**src/rtl/alimentador_anillo_pkg.sv**
```systemverilog
// Shared constants and FSM encoding for the systolic ring feeder.
// Default element width and ring length match the unidad ring ports.
// State encoding is shared so a bench or wrapper can decode it if needed.
package alimentador_anillo_pkg;

  localparam int W_DEF = 16;
  localparam int N_DEF = 4;

  typedef enum logic [1:0] {
    ST_IDLE = 2'd0,
    ST_LOAD = 2'd1,
    ST_RUN  = 2'd2,
    ST_DONE = 2'd3
  } state_e;

endpackage

```
**src/rtl/alimentador_anillo_banco_matriz.sv**
```systemverilog
// NxN register file holding the coefficient matrix, one write port.
// Latency: write visible the cycle after the strobe; reads are combinational.
// No backpressure: the owner gates the write strobe (frozen while a run is live).
module alimentador_anillo_banco_matriz #(
  parameter  int W  = 16,
  parameter  int N  = 4,
  localparam int LN = $clog2(N)
) (
  input  logic            clk,
  input  logic            reset,
  input  logic            we_i,
  input  logic [LN-1:0]   wr_row_i,
  input  logic [LN-1:0]   wr_col_i,
  input  logic [W-1:0]    wr_dat_i,
  input  logic [LN-1:0]   rd_k_i,
  output logic [N*W-1:0]  rd_dat_o
);

  logic [W-1:0] mem_q [N][N];

  // Storage: cleared on reset, single element written per cycle.
  always_ff @(posedge clk or posedge reset) begin
    if (reset) begin
      for (int r = 0; r < N; r++) begin
        for (int c = 0; c < N; c++) begin
          mem_q[r][c] <= '0;
        end
      end
    end else if (we_i) begin
      mem_q[wr_row_i][wr_col_i] <= wr_dat_i;
    end
  end

  // Row r reads column (r - k) mod N; N is a power of two so the
  // log2N-bit subtraction wraps exactly as the diagonal skew needs.
  for (genvar r = 0; r < N; r++) begin : g_rd
    logic [LN-1:0] col;
    assign col = LN'(r) - rd_k_i;
    assign rd_dat_o[r*W +: W] = mem_q[r][col];
  end

endmodule

```
**src/rtl/alimentador_anillo.sv**
```systemverilog
// Feeds the systolic ring: holds A and x, pulses ring reset, streams N skewed diagonals.
// Latency: start in cycle t -> LOAD t+1, RUN t+2..t+N+1, done pulse in cycle t+N+2.
// No backpressure: host writes and start are only honoured in IDLE, otherwise dropped.
module alimentador_anillo
  import alimentador_anillo_pkg::*;
#(
  parameter  int W  = W_DEF,
  parameter  int N  = N_DEF,
  localparam int LN = $clog2(N)
) (
  input  logic            clk,
  input  logic            reset,
  input  logic            wr_en,
  input  logic            wr_vec,
  input  logic [LN-1:0]   wr_row,
  input  logic [LN-1:0]   wr_col,
  input  logic [W-1:0]    wr_data,
  input  logic            start,
  output logic            busy,
  output logic            done,
  output logic            ring_reset,
  output logic [N*W-1:0]  x_out,
  output logic [N*W-1:0]  a_out,
  output logic            step_valid,
  output logic [LN-1:0]   step_idx
);

  state_e              state_q, state_d;
  logic [LN-1:0]       cnt_q, cnt_d;
  logic [N-1:0][W-1:0] x_q;
  logic                busy_q, done_q, ring_reset_q, step_valid_q;
  logic [N*W-1:0]      a_out_q;
  logic [N*W-1:0]      diag_dat;
  logic                wr_ok;

  assign wr_ok = wr_en && (state_q == ST_IDLE);

  alimentador_anillo_banco_matriz #(.W(W), .N(N)) u_banco (
    .clk      (clk),
    .reset    (reset),
    .we_i     (wr_ok && !wr_vec),
    .wr_row_i (wr_row),
    .wr_col_i (wr_col),
    .wr_dat_i (wr_data),
    .rd_k_i   (cnt_d),
    .rd_dat_o (diag_dat)
  );

  // State and diagonal counter registers.
  always_ff @(posedge clk or posedge reset) begin
    if (reset) begin
      state_q <= ST_IDLE;
      cnt_q   <= '0;
    end else begin
      state_q <= state_d;
      cnt_q   <= cnt_d;
    end
  end

  // Next state; the counter is zero outside RUN so step k=0 follows LOAD.
  always_comb begin
    state_d = state_q;
    cnt_d   = '0;
    case (state_q)
      ST_IDLE: if (start) state_d = ST_LOAD;
      ST_LOAD: state_d = ST_RUN;
      ST_RUN: begin
        cnt_d = cnt_q + LN'(1);
        if (cnt_q == LN'(N - 1)) state_d = ST_DONE;
      end
      ST_DONE: state_d = ST_IDLE;
      default: state_d = ST_IDLE;
    endcase
  end

  // Vector registers: written only in IDLE, exposed directly on x_out.
  always_ff @(posedge clk or posedge reset) begin
    if (reset) begin
      x_q <= '0;
    end else if (wr_ok && wr_vec) begin
      x_q[wr_row] <= wr_data;
    end
  end

  // Registered outputs decoded from the state being entered, so each
  // output lines up with its state; ring_reset is held high during reset.
  always_ff @(posedge clk or posedge reset) begin
    if (reset) begin
      busy_q       <= 1'b0;
      done_q       <= 1'b0;
      ring_reset_q <= 1'b1;
      step_valid_q <= 1'b0;
      a_out_q      <= '0;
    end else begin
      busy_q       <= (state_d == ST_LOAD) || (state_d == ST_RUN);
      done_q       <= (state_d == ST_DONE);
      ring_reset_q <= (state_d == ST_LOAD);
      step_valid_q <= (state_d == ST_RUN);
      a_out_q      <= (state_d == ST_RUN) ? diag_dat : '0;
    end
  end

  assign busy       = busy_q;
  assign done       = done_q;
  assign ring_reset = ring_reset_q;
  assign step_valid = step_valid_q;
  assign step_idx   = cnt_q;
  assign a_out      = a_out_q;
  assign x_out      = x_q;

endmodule
```
**config.mk**
```make
export PLATFORM = sky130hd
export DESIGN_NAME = alimentador_anillo
export DESIGN_NICKNAME = d
export VERILOG_FILES = /design/src/rtl/alimentador_anillo_pkg.sv /design/src/rtl/alimentador_anillo_banco_matriz.sv /design/src/rtl/alimentador_anillo.sv
export SDC_FILE = /design/constraint.sdc
export NUM_CORES = 1
export LEC_CHECK = 0
export CAP_MARGIN = 20
export CORE_MARGIN = 3
export CORE_UTILIZATION = 50
export DETAILED_ROUTE_END_ITERATION = 16
export PLACE_DENSITY_LB_ADDON = 0.25
export SLEW_MARGIN = 0
export SYNTH_ARGS = -nofsm -noshare
export SYNTH_HDL_FRONTEND = slang
export SYNTH_HIERARCHICAL = 1
export SYNTH_SLANG_ARGS = --single-unit
```
**constraint.sdc**
```tcl
create_clock -name clk -period 23.9 [get_ports clk]
set_clock_uncertainty 0.1 [all_clocks]
set_input_delay 2.39 -clock clk [delete_from_list [all_inputs] [get_ports clk]]
set_output_delay 2.39 -clock clk [all_outputs]
set_load 0.1 [all_outputs]
```
* Yosys cells after proc, flatten, opt, wreduce, memory -nomap -nowiden
Index checks and enable logic that the tools add are counted.
** Storage, ports and cells
- Output and inout port bits :: 134
- Logic and storage cells :: 89
- Flip-flop bits (word level) :: 392
** Cells by class
- Add/sub/neg operators :: 5
- Reduce and logical (&&, ||, !) cells :: 9
- Bitwise gates (word level) :: 6
- Multiplexer cells :: 25
- $lt $le $gt $ge :: 10
- Equality and inequality tests :: 7
** Operators with widths (number)
- bitwise mux 256 bit :: 1
- two-way mux 16 bit :: 10
- binary-select mux 16 bit (select 2 bit) :: 4
- demux 64 bit (select 2 bit) :: 1
- two-way mux 64 bit :: 2
- bitwise mux 64 bit :: 1
- demux 16 bit (select 2 bit) :: 2
- greater-or-equal comparator 3 bit, second input constant :: 6
- inverter 2 -> 3 bit :: 6
- == test 2 bit, second input constant :: 5
- one-hot mux 2 bit (4 select lines) :: 1
- logical AND 1 bit :: 6
- < comparator 3 x 1 -> 1 bit, second input constant :: 2
- two-way mux 2 bit :: 3
- == test 2 x 1 -> 1 bit, second input constant :: 2
- subtractor 1 x 2 -> 2 bit, first input constant :: 2
- subtractor 2 bit, first input constant :: 2
- < comparator 2 x 3 -> 1 bit, second input constant :: 1
- adder 2 x 1 -> 2 bit, second input constant :: 1
- greater-or-equal comparator 2 x 1 -> 1 bit, second input constant :: 1
- logical NOT 2 bit :: 1
- logical NOT 1 bit :: 1
- logical OR 1 bit :: 1

* Longest topological paths before layout
- Depth after elaboration :: 8
- Depth in mapped cells :: 9

* By module
Netlist, hierarchy kept.
** Modules (own cells, without submodules)
- alimentador_anillo_banco_matriz :: instances 1, area an instance 11192.0 sq um, seq. area each 6406.1 sq um, cells an instance 652
- alimentador_anillo :: instances 1, area an instance 4803.4 sq um, seq. area each 3404.5 sq um, cells an instance 300

* Least setup slack after synthesis
No wires, ideal clock.
- Kind :: input -> register
- From :: in wr_en
- To :: reg u_banco/mem_q[48] in the netlist's numbering
- Arrival :: 3.726 ns
- Stages :: 7
- Setup slack :: 19.949 ns
- Cells stage by stage :: nand2_1 nor2_1 nor3b_2 and3_1 buf_4 buf_6 mux2_2
** Between the ends
- Longest elaborated chain between the ends :: 2
** RTL lines
- start, declared :: line alimentador_anillo.sv:13 : input logic wr_en,
- logical AND 1 bit :: line alimentador_anillo.sv:36 : assign wr_ok = wr_en && (state_q == ST_IDLE);
- logical AND 1 bit :: line alimentador_anillo.sv:41 : .we_i (wr_ok && !wr_vec),
- end signal, assigned by index :: line alimentador_anillo_banco_matriz.sv:30 : mem_q[wr_row_i][wr_col_i] <= wr_dat_i;
- end, declared :: line alimentador_anillo_banco_matriz.sv:19 : logic [W-1:0] mem_q [N][N];
Every way passes these cells.
A chain may end at the register's enable or synchronous reset.

* Final worst setup path
- From :: reg ring_reset_q (netlist: ring_reset)
- To :: out ring_reset
** RTL lines
- start, declared :: line alimentador_anillo.sv:31 : logic busy_q, done_q, ring_reset_q, step_valid_q;
- start signal, assigned :: line alimentador_anillo.sv:97 : ring_reset_q <= (state_d == ST_LOAD);
- end, declared :: line alimentador_anillo.sv:21 : output logic ring_reset,
No word-level cell between the ends.

==> impl_results.md <==
- Synth cell count leaders: dfrtp_1, mux2_2, and2_1, mux4_2, clkbuf_1
- Crit path DAT: 2.16 ns
- Slowest-stage cell, CP: clkdlybuf4s50_1
- Cell Chain, Critical Path: clkdlybuf4s50_1
- Share of the synthesized area in the top cell type: 61.2%
- Core Footprint: 31100 um^2
- Final Max Slew Viols: 0
- Largest area contributor in the netlist: dfrtp_1
- Post-synth EDFFs: 0
- Worst r2r path cells: 6
- Insertion delay to the later sink of the worst-skew pair: 0.53 ns
- Crit path max-delay family: buffers and inverters
- Grt total ovfl: 0
- DRC violations left: 0
- Hold_buf cts: 0
- Area delta synth->final: 20.6%
- Multi-input gate area: 5810 um^2
- CTS Buf Count: 41
- Seq cells post-synth: between 300 and 400
- Crit path capture type: output port
- Unrepaired setup endpoints after global routing: false
- Share of layout cells above drive strength 1: 42.5%
- Worst-path fanout max: 1
- DRT Pass-1 Iters: 4
- WL final: 33100 um
- Gate Count Post-Synth: 952
- Width of the die: 185 um
- MaxCap Viol Count: 0
- Die Y: 185 um
- Status: completed
- Largest cells by area after synthesis: dfrtp_1, mux2_2, mux4_2, and2_1, buf_2
- Worst r2r src: state_q[0]
- Final setup vio count: 0
- Port bufs: 158
- First-pass GRT wire length: 53300 um
- Ys Warns: 6
- ANT cells: 0
- Antenna viol nets, final: 0
- Ys flop type: dfrtp_1
- CP peak stage delay: about 1.1 ns
- GRT Total Usage: 20.1%
- Minimum clock period: around 4.6 ns
- Ys async rst share: 100%
- Mapped Nets: 984
- R2r setup slk: slightly above 20 ns
- Detailed Route Iter0 Violations: 386
- Syn_area_per_cell: 16.8 um^2
- Worst hold path type: reg -> reg
- DP Wirelength: 20300 um
- Hold Slack: 0.398 ns
- Vias: 8490
- CTS tree: yes
- # rows: 64
- Final GP Congestion: 0.750
- Clk slew on worst S/H paths: about 0.06 ns
- Ports: 159
- Clock Sink Count: 392
- Initial Utilization: 51.5%
- Post-Syn Area: 16000 um^2
- Post-synth cell types: 29
- FF+latch area: approximately 10000 um^2
- Pin count of the biggest net entering global routing: 94
- Via density: between 5 and 6
- DR WL/cell: between 20 and 25 um
- Actual slew at the worst max-slew pin: 1.11 ns
- CP Launch Type: flop
- Worst slew margin: 25.8%
- Nets: 1130
- Setup tns final: 0 ns
- DIE AREA: 34200 um^2
- Fin crit share: 19.5%
- Crit path depth: 1
- Clock root buffer: clkbuf_16
- Fmax: between 200 and 250 MHz
- CTS H-tree lvls: 2
- Crit path capture: ring_reset
- Vias in the first global route: 9214
- Crit. Startpoint: ring_reset
- Post-CTS Setup Inserts: 0
- Antenna violations before repair: 0
- Clk buf depth: 3
- Most common cell in the netlist: dfrtp_1
- Reg-to-Reg End: a_out[25]
- Seq/Total Area, Yosys: around 61%
- Worst Path Buf+Inv: 1
- Setup CP Type: reg -> out
- Fillers: 2324
- Hold Vio Cnt, Final: 0
- CTS resizes: 0
- Worst Path Required: around 21 ns
-- worst min-delay path by stage --
stage / from / to / slack, ns / cells after the start
floorplan: u_banco/mem_q[201] / u_banco/mem_q[201] / 0.36 / 1
global placement: u_banco/mem_q[229] / u_banco/mem_q[229] / 0.37 / 1
detailed placement: u_banco/mem_q[215] / u_banco/mem_q[215] / 0.38 / 1
CTS: u_banco/mem_q[215] / u_banco/mem_q[215] / 0.40 / 1
global route: u_banco/mem_q[119] / u_banco/mem_q[119] / 0.41 / 1
finish: u_banco/mem_q[119] / u_banco/mem_q[119] / 0.40 / 1
-- cell usage in the layout (no fill, tap or decap), types with 3 or more instances in the layout --
| cell | n |
|---|---|
| inv_1 | 5 |
| clkinv_2 | 5 |
| dfrtp_1 | 391 |
| ha_1 | 6 |
| nand2_1 | 3 |
| and2_1 | 64 |
| clkbuf_1 | 5 |
| mux4_2 | 64 |
| buf_4 | 6 |
| mux2_1 | 4 |
| mux2_2 | 317 |
| nor2_2 | 9 |
| nand2b_1 | 6 |
| clkbuf_16 | 43 |
| clkbuf_8 | 11 |
| clkdlybuf4s50_1 | 158 |
| bufinv_16 | 6 |
-- routing by layer --
| metal | global-route usage (%) | up-vias | routed length (um) |
|---|---|---|---|
| met5 | 0 | - | 0 |
| met4 | 4.71 | 0 | 446 |
| met2 | 33.8 | 151 | 16700 |
| met1 | 28.0 | 4596 | 14700 |
| met3 | 2.95 | 39 | 1170 |
| li1 | - | 3704 | - |
-- metrics by stage --
| stage | area, um^2 | setup WS [ns] | util [%] | std cells |
|---|---|---|---|---|
| floorplan | 16000 | 14.37 | - | 952 |
| global placement | 17800 | 18.86 | 57.2 | 1450 |
| detailed placement | 17800 | 18.84 | 57.3 | 1451 |
| CTS | 19300 | 19.22 | 62.1 | 1524 |
| global route | 19300 | 19.21 | 62.1 | 1524 |
| finish | 19300 | 19.25 | 62.1 | 1524 |
-- cells by family (layout without fill, tap and decap cells) --
| logic type | count (synthesis) | in the layout | share of synthesized area (%) |
|---|---|---|---|
| muxes | 385 | 385 | 31.6 |
| AOI/OAI and AO/OA | 1 | 1 | 0.0391 |
| and+or+nand+nor | 98 | 98 | 4.06 |
| buffers and inverters | 69 | 245 | 2.41 |
| DFF | 392 | 392 | 61.3 |
| adders and majority gates | 7 | 7 | 0.548 |
-- flip-flops by register name, summed over array words and instances (netlist names) --
name,count
a_out,64
busy,1
done,1
ring_reset,1
state_q,2
step_idx,2
step_valid,1
u_banco/mem_q,256
x_out,64
-- final cells by class --
cell class | count | area share [%]
clock buffer | 59 | 6.46
clock inverter | 14 | 1.19
inverter | 7 | 0.201
multi-input combinational | 491 | 30.1
sequential | 392 | 50.9
tap | 396 | 2.57
timing repair buffer | 165 | 8.58
Power is not shown: default switching activity piles up to over one toggle a cycle in this logic, so the estimate is an artifact.
